$ cat src/rtl/spi_transfer_arbiter.sv
// spi_transfer_arbiter: shares one SPI master between N_REQ requesters.
// Round-robin grant, one SPI transfer per grant, response handshake,
// watchdog on a hung transfer and an idle guard time between transfers.
//
//   state       | meaning
//   ------------+--------------------------------------------------------
//   S_IDLE      | waiting for any req_valid; grants and latches MOSI word
//   S_LAUNCH    | one-cycle spi_start pulse, watchdog counter cleared
//   S_WAIT_DONE | waiting for spi_done or watchdog terminal count
//   S_RESPOND   | resp_* held until resp_ready
//   S_GUARD     | GUARD_CYCLES idle clocks before the next grant
module spi_transfer_arbiter #(
    parameter int N_REQ          = 4,
    parameter int DATA_WIDTH     = 32,
    parameter int GUARD_CYCLES   = 4,
    parameter int TIMEOUT_CYCLES = 4096
) (
    input  logic                          clock,
    input  logic                          reset,
    input  logic [N_REQ-1:0]              req_valid,
    input  logic [N_REQ*DATA_WIDTH-1:0]   req_data,
    output logic [N_REQ-1:0]              req_ready,
    output logic                          resp_valid,
    input  logic                          resp_ready,
    output logic [DATA_WIDTH-1:0]         resp_data,
    output logic [$clog2(N_REQ)-1:0]      resp_id,
    output logic                          resp_error,
    output logic                          spi_start,
    output logic [DATA_WIDTH-1:0]         spi_data_out,
    input  logic                          spi_done,
    input  logic [DATA_WIDTH-1:0]         spi_data_in,
    output logic                          busy
);

    localparam int ID_W    = $clog2(N_REQ);
    localparam int CW      = ID_W + 1;
    localparam int CNT_MAX = (GUARD_CYCLES > TIMEOUT_CYCLES) ? GUARD_CYCLES : TIMEOUT_CYCLES;
    localparam int CNT_W   = $clog2(CNT_MAX + 1);
    localparam logic [CNT_W-1:0] TO_LAST    = CNT_W'(TIMEOUT_CYCLES - 1);
    localparam logic [CNT_W-1:0] GUARD_LAST = CNT_W'((GUARD_CYCLES > 0) ? GUARD_CYCLES - 1 : 0);

    typedef enum logic [2:0] {
        S_IDLE,
        S_LAUNCH,
        S_WAIT_DONE,
        S_RESPOND,
        S_GUARD
    } state_t;

    state_t            state;
    state_t            state_next;
    logic [ID_W-1:0]   rr_ptr;
    logic [ID_W-1:0]   owner;
    logic [CNT_W-1:0]  cnt;
    logic              grant_found;
    logic [ID_W-1:0]   grant_idx;
    logic [CW-1:0]     cand;

    // Round-robin search starting just after the last granted requester.
    always_comb begin
        grant_found = 1'b0;
        grant_idx   = '0;
        cand        = '0;
        for (int k = 1; k <= N_REQ; k++) begin
            cand = {1'b0, rr_ptr} + CW'(k);
            if (cand >= CW'(N_REQ)) begin
                cand = cand - CW'(N_REQ);
            end
            if (!grant_found && req_valid[cand[ID_W-1:0]]) begin
                grant_found = 1'b1;
                grant_idx   = cand[ID_W-1:0];
            end
        end
    end

    // State register.
    always_ff @(posedge clock or negedge reset) begin
        if (!reset) begin
            state <= S_IDLE;
        end else begin
            state <= state_next;
        end
    end

    // Next-state decode plus the combinational strobes (req_ready, spi_start).
    always_comb begin
        state_next = state;
        req_ready  = '0;
        spi_start  = 1'b0;
        case (state)
            S_IDLE: begin
                if (grant_found) begin
                    // Gated by reset so every output reads 0 while reset is held.
                    req_ready[grant_idx] = reset;
                    state_next           = S_LAUNCH;
                end
            end
            S_LAUNCH: begin
                spi_start  = 1'b1;
                state_next = S_WAIT_DONE;
            end
            S_WAIT_DONE: begin
                if (spi_done || cnt == TO_LAST) begin
                    state_next = S_RESPOND;
                end
            end
            S_RESPOND: begin
                if (resp_ready) begin
                    state_next = (GUARD_CYCLES == 0) ? S_IDLE : S_GUARD;
                end
            end
            S_GUARD: begin
                if (cnt == GUARD_LAST) begin
                    state_next = S_IDLE;
                end
            end
            default: state_next = S_IDLE;
        endcase
    end

    // Datapath: grant pointer, MOSI latch, shared saturating counter, response registers.
    always_ff @(posedge clock or negedge reset) begin
        if (!reset) begin
            rr_ptr       <= ID_W'(N_REQ - 1);
            owner        <= '0;
            cnt          <= '0;
            spi_data_out <= '0;
            resp_valid   <= 1'b0;
            resp_data    <= '0;
            resp_id      <= '0;
            resp_error   <= 1'b0;
        end else begin
            case (state)
                S_IDLE: begin
                    if (grant_found) begin
                        rr_ptr       <= grant_idx;
                        owner        <= grant_idx;
                        spi_data_out <= req_data[int'(grant_idx)*DATA_WIDTH +: DATA_WIDTH];
                    end
                end
                S_LAUNCH: begin
                    cnt <= '0;
                end
                S_WAIT_DONE: begin
                    if (spi_done) begin
                        resp_data  <= spi_data_in;
                        resp_id    <= owner;
                        resp_error <= 1'b0;
                        resp_valid <= 1'b1;
                    end else if (cnt == TO_LAST) begin
                        resp_data  <= '0;
                        resp_id    <= owner;
                        resp_error <= 1'b1;
                        resp_valid <= 1'b1;
                    end else begin
                        cnt <= cnt + CNT_W'(1);
                    end
                end
                S_RESPOND: begin
                    if (resp_ready) begin
                        resp_valid <= 1'b0;
                        cnt        <= '0;
                    end
                end
                S_GUARD: begin
                    if (cnt != GUARD_LAST) begin
                        cnt <= cnt + CNT_W'(1);
                    end
                end
                default: cnt <= '0;
            endcase
        end
    end

    assign busy = (state != S_IDLE);

endmodule
$ cat config.mk
export PLATFORM = sky130hd
export DESIGN_NAME = spi_transfer_arbiter
export DESIGN_NICKNAME = d
export VERILOG_FILES = /design/src/rtl/spi_transfer_arbiter.sv
export SDC_FILE = /design/constraint.sdc
export NUM_CORES = 1
export LEC_CHECK = 0
export BUFFER_PORTS_ARGS = -buffer_cell sky130_fd_sc_hd__buf_2
export CORE_UTILIZATION = 49
export DETAILED_ROUTE_END_ITERATION = 12
export PLACE_DENSITY = 0.95
export SLEW_MARGIN = 10
export SYNTH_ARGS = -nofsm -noshare
export SYNTH_HDL_FRONTEND = slang
export SYNTH_SLANG_ARGS = --single-unit
$ cat constraint.sdc
create_clock -name clock -period 6.1 [get_ports clock]
set_clock_uncertainty 0.15 [all_clocks]
set_input_delay 0.61 -clock clock [delete_from_list [all_inputs] [get_ports clock]]
set_output_delay 0.61 -clock clock [all_outputs]
set_load 0.02 [all_outputs]
# Yosys cells after proc, flatten, opt, wreduce, memory -nomap -nowiden
# Cells that the tools add are included.
dict set report op_classes {
  addsub 9
  n_lt_le_gt_ge 10
  muxes 44
  n_reduce_logical 17
  bitwise 2
  n_eq_ne 15
  n_shift 1
}
# op count
set ops {}
lappend ops {{128-bit by 8-bit variable part select with 32-bit output} 1}
lappend ops {{32-bit two-way mux} 2}
lappend ops {{13-bit two-way mux} 4}
lappend ops {{13-bit case mux with 4 select lines} 1}
lappend ops {{2-bit two-way mux} 10}
lappend ops {{2-bit by 3-bit less-than comparator with 1-bit output, second input constant} 5}
lappend ops {{3-bit case mux with 5 select lines} 1}
lappend ops {{1-bit two-way mux} 14}
lappend ops {{2-bit != test, second input constant} 7}
lappend ops {{13-bit by 1-bit adder with 13-bit output, second input constant} 1}
lappend ops {{13-bit by 12-bit == test with 1-bit output, second input constant} 1}
lappend ops {{13-bit by 2-bit == test with 1-bit output, second input constant} 1}
lappend ops {{13-bit by 2-bit != test with 1-bit output, second input constant} 1}
lappend ops {{3-bit greater-or-equal comparator, second input constant} 4}
lappend ops {{3-bit two-way mux} 4}
lappend ops {{1-bit binary-select mux with 2-bit select} 4}
lappend ops {{4-bit two-way mux} 2}
lappend ops {{2-bit by 1-bit subtractor with 2-bit output, second input constant} 4}
lappend ops {{2-bit by 2-bit adder with 3-bit output, second input constant} 2}
lappend ops {{3-bit by 2-bit == test with 1-bit output, second input constant} 2}
lappend ops {{5-bit AND reduction} 1}
lappend ops {{4-bit AND} 1}
lappend ops {{1-bit logical AND} 4}
lappend ops {{2-bit AND reduction} 2}
lappend ops {{other kinds (16)} 19}
dict set report totals {
  elab_cells 107
  reg_bits 88
  in_bits 168
}

# Longest topological paths before layout
dict set report depth {
  ltp_word 22
  ltp_mapped 8
}

# Worst setup path before layout
# Ideal clock, no wire load.
dict set report synth_path {
  path_type {in2out}
  start {in req_valid[0]}
  end {out req_ready[0]}
  cell_stages 4
  path_slack_ps 3592
  arrival_ps 1748
  required_ps 5340
  cell_sequence {and2b_1 o21bai_1 nand2_1 nor2_1}
}
dict set report synth_via {
  elab_chain_cells 19
  word_cells_on_any_way 30
}
# element line
set synth_lines {}
lappend synth_lines {{start, declared} 20} ;# input logic [N_REQ-1:0] req_valid,
lappend synth_lines {{1-bit binary-select mux with 2-bit select} 69} ;# if (!grant_found && req_valid[cand[ID_W-1:0]]) begin
lappend synth_lines {{1-bit two-way mux (implied by the code)} 69}
lappend synth_lines {{1-bit two-way mux} 69}
lappend synth_lines {{1-bit zero test} 69}
lappend synth_lines {{1-bit logical AND} 69}
lappend synth_lines {{1-bit two-way mux} 69}
lappend synth_lines {{1-bit zero test} 69}
lappend synth_lines {{1-bit logical AND} 69}
lappend synth_lines {{[... 3 more ...]} n/a}
lappend synth_lines {{2-bit two-way mux} 69}
lappend synth_lines {{2-bit by 3-bit less-than comparator with 1-bit output (implied by the code) / 2-bit by 1-bit greater-or-equal comparator with 1-bit output (equally long branches)} 94} ;# req_ready[grant_idx] = reset;
lappend synth_lines {{1-bit logical AND (implied by the code)} 94}
lappend synth_lines {{1-bit two-way mux (implied by the code)} 94}
lappend synth_lines {{1-bit demux with 2-bit select} 94}
lappend synth_lines {{4-bit AND (no line)} n/a}
lappend synth_lines {{4-bit two-way mux *} 92} ;# if (grant_found) begin
lappend synth_lines {{4-bit two-way mux *} 90} ;# case (state)
lappend synth_lines {{end, declared} 22} ;# output logic [N_REQ-1:0] req_ready,
# Every way passes the cells marked *; elsewhere a longest branch is shown, timed or not. The select of a mux whose other input is x is not followed.

# Worst setup path after layout
dict set report layout_path {
  start {reg rr_ptr[1]}
  end {out req_ready[2]}
}
dict set report layout_via {
  elab_chain_cells 22
  word_cells_on_any_way 46
}
# element line
set layout_lines {}
lappend layout_lines {{start, declared} 52} ;# logic [ID_W-1:0] rr_ptr;
lappend layout_lines {{start signal, assigned} 124} ;# rr_ptr <= ID_W'(N_REQ - 1);
lappend layout_lines {{start signal, assigned} 136} ;# rr_ptr <= grant_idx;
lappend layout_lines {{2-bit by 1-bit adder with 3-bit output} 65} ;# cand = {1'b0, rr_ptr} + CW'(k);
lappend layout_lines {{3-bit greater-or-equal comparator / 2-bit by 1-bit subtractor with 2-bit output (equally long branches)} {66, 67}}
lappend layout_lines {{2-bit two-way mux} 66} ;# if (cand >= CW'(N_REQ)) begin
lappend layout_lines {{1-bit binary-select mux with 2-bit select} 69}
lappend layout_lines {{1-bit two-way mux (implied by the code)} 69}
lappend layout_lines {{1-bit two-way mux} 69}
lappend layout_lines {{1-bit zero test} 69}
lappend layout_lines {{1-bit logical AND} 69}
lappend layout_lines {{[... 6 more ...]} n/a}
lappend layout_lines {{2-bit two-way mux} 69}
lappend layout_lines {{2-bit by 3-bit less-than comparator with 1-bit output (implied by the code) / 2-bit by 1-bit greater-or-equal comparator with 1-bit output (equally long branches)} 94}
lappend layout_lines {{1-bit logical AND (implied by the code)} 94}
lappend layout_lines {{1-bit two-way mux (implied by the code)} 94}
lappend layout_lines {{1-bit demux with 2-bit select} 94}
lappend layout_lines {{4-bit AND (no line)} n/a}
lappend layout_lines {{4-bit two-way mux *} 92}
lappend layout_lines {{4-bit two-way mux *} 90}
# Marks and branches as above.

==> out/results.ini <==
[drt]
route.vias.total=4466
drt-vias-per-instance=5.85
drc=0
tritonroute_pass_1_iters=4
initial_detailed_routing_violation_count=135
wl_per_cell_microns=18.0
route.antenna.remaining_nets=0
drt_total_wl_microns=13700

[floorplanning]
design.die.area_sq_mm=0.00978
num_rows=34
floorplan.core_area_sq_mm=0.00889
floorplan.die.width_microns=98.9
die-height_microns=98.9
ios=242
start_util_pct=51.7

[global_route]
grt.overflow.total=0
grt_antenna_before_repair=2
first_global_vias=4555
grt_pass1_wl_microns=21200
grt_start_max_net_pins=77
track_usage_pct=27.5

[setup_path]
critical_path.reg2reg.startpoint=rr_ptr[1]
critical_path_arrival_ns=2.53
cp-end-kind=output pin
criticalPathCategory=flop to output pin
path_max_fanout=26
crit_path_start_kind=flop
setup.worst_path.start=rr_ptr[1]
worst-endpoint-required_ns=5.34

[clock_tree]
htreeDepth=3
worstSkewPairLatency_ns=0.34
tritoncts=done
cts_made_buffers=9
root_buf_cell=clkbuf_8
clock-sinks=88
max-clock-path-buffers=2
clk_transition_reported_paths_ns=0.09

[cells_and_area]
fillerInstances=664
multi_input_comb_area_sq_mm=0.00225
register_area_sq_mm=0.00220
final_layout_size_suffix_gt1_share_pct=43.0
mostFrequentLayoutCells=240 x buf_2, 86 x dfrtp_1, 48 x mux2i_1, 38 x nand2_1, 33 x a22o_1
layout.nets=817
layout.cells.most_common=buf_2
area_growth_pct=31.6

[placed_design]
buffer_ports.inserted=241
globalplace.congestion=0.919
dp_hpwl_microns=10300

[sta]
fin_crit_sh_pct=54.0
rsz0062_at_grt=no
final_hold_viol_count=0
finalCriticalPeriod_ns=3.29
timing.setup.tns_ns=0
final_max_slew_viol_count=0
setup-violations-final=0
final.hold.worst_slack_ns=0.337
fmax_mhz=304
slew_headroom_pct=30.1
actual_transition_at_the_worst_max_transition_pin_ns=1.05

[worst_hold_path]
hold_start=spi_data_in[17]
hold_path.class=primary input to flop

[synthesis]
synthTopCellsByArea=dfrtp_1 47%, mux2i_1 10%, a22o_1 6.3%
edff_count_synth=0
share_of_yosys_cell_area_claimed_by_the_top_area_cell_type_pct=46.8
synth-async-reset-ratio_pct=100
synth_area_sq_mm=0.00460
postSynthNetCount=590
avg_cell_area_syn_sq_um=10.9
netlist-cell-type-count=54
ys_seq_elements=88
postSynthCellCount=421
ys.flop_type=dfrtp_1
yosysTopAreaCell=dfrtp_1
share_of_the_yosys_chip_area_belonging_to_registers_pct=47.9
synth-warning-count=0

[pwr]
vdd_ir_drop_max_uv=233
cellPowerDensity_mw_per_mm2=482
power.static_leakage_uw=0.00323

[run]
maxCapViolCount=0

[outcome]
run_status=finished, final reports clean

[synth_stat cells (9+ instances only)]
master	instances
nand3_1	13
buf_2	14
nor2_1	21
mux2i_1	48
a22o_1	33
o21ai_0	16
a21oi_1	13
dfrtp_1	86
o221ai_1	24
nand2_1	38
clkbuf_1	9
[per-layer routing]
metal / global-route usage, % / vias to the layer above / wire length [microns] / share of wire (%)
li1: - / 2051 / - / -
met1: 31.6 / 2159 / 5210 / 38
met2: 48.0 / 211 / 7060 / 52
met3: 5.18 / 45 / 835 / 6.1
met4: 15.8 / 0 / 599 / 4.4
met5: 0 / - / 0 / 0
[critical path, stage by stage, from the launching register on]
cell	delay, ns
dfstp_2	0.65
nand3b_1	0.15
a31oi_4	0.86
nand3_1	0.20
nor2_1	0.15
buf_2	0.18
[cell families (layout without fill, tap and decap cells)]
group	after synthesis	count (layout)	synth area share [%]
and+or+nand+nor	115	115	12.5
muxes	59	59	13.7
xor gates and xnor gates	5	5	0.952
buffers and inverters	33	265	3.73
other	0	2	0
AOI/OAI and AO/OA	120	120	20.9
DFF	88	88	47.9
adders and majority gates	1	1	0.272
[final timing paths]
check / to / slack (ns) / cells after the start
hold reg to reg: resp_id[0] / 0.34 / 1
max in group asynchronous: resp_data[28] / 4.09 / 3
hold / removal: resp_data[17] / 0.34 / 2
setup / recovery: req_ready[2] / 2.81 / 5
min in group asynchronous: cnt[7] / 0.50 / 2
setup reg to reg: spi_data_out[20] / 2.98 / 5
[layout make-up]
cell class              count  area share [%]
well taps                 108            2.23
diodes                      2          0.0827
inverters                   4           0.248
repair buffers            245            20.5
clock inverters             6            1.12
clock buffers              10            2.27
flip-flops and latches     88            36.4
multi-input cells         300            37.1
[sequential cells by signal (all words and copies together), names as in the netlist]
register and count:
resp_id 2, cnt 13, resp_error 1, rr_ptr 2, resp_data 32, owner 2, spi_data_out 32, resp_valid 1
state 3
[timing repair]
item                                   CTS  global route
resized for setup                        0             0
buffers inserted                         0             0
hold buffers                             1             0
endpoints found under the hold margin   12             0
[power breakdown]
part | total, uW | internal, uW | switching [uW]
sequential | 1000 | 834 | 168
combinational | 1500 | 592 | 905
clock | 415 | 202 | 213
total | 2910 | 1630 | 1290
[through the flow]
| step | cells | cell area [sq um] | util, % | setup slack, ns | total power (uW) |
|---|---|---|---|---|---|
| 4_1_cts | 761 | 6040 | 68.0 | 2.79 | 2920 |
| 6_report | 763 | 6050 | 68.1 | 2.81 | 2910 |
| 3_5_place_dp | 744 | 5830 | 65.5 | 2.89 | 2500 |
| 5_1_grt | 763 | 6050 | 68.1 | 2.66 | 3090 |
| 2_1_floorplan | 421 | 4600 | - | 3.59 | 2040 |
| 3_3_place_gp | 744 | 5830 | 65.5 | 2.98 | 2440 |
(Power assumes the default switching activity.)
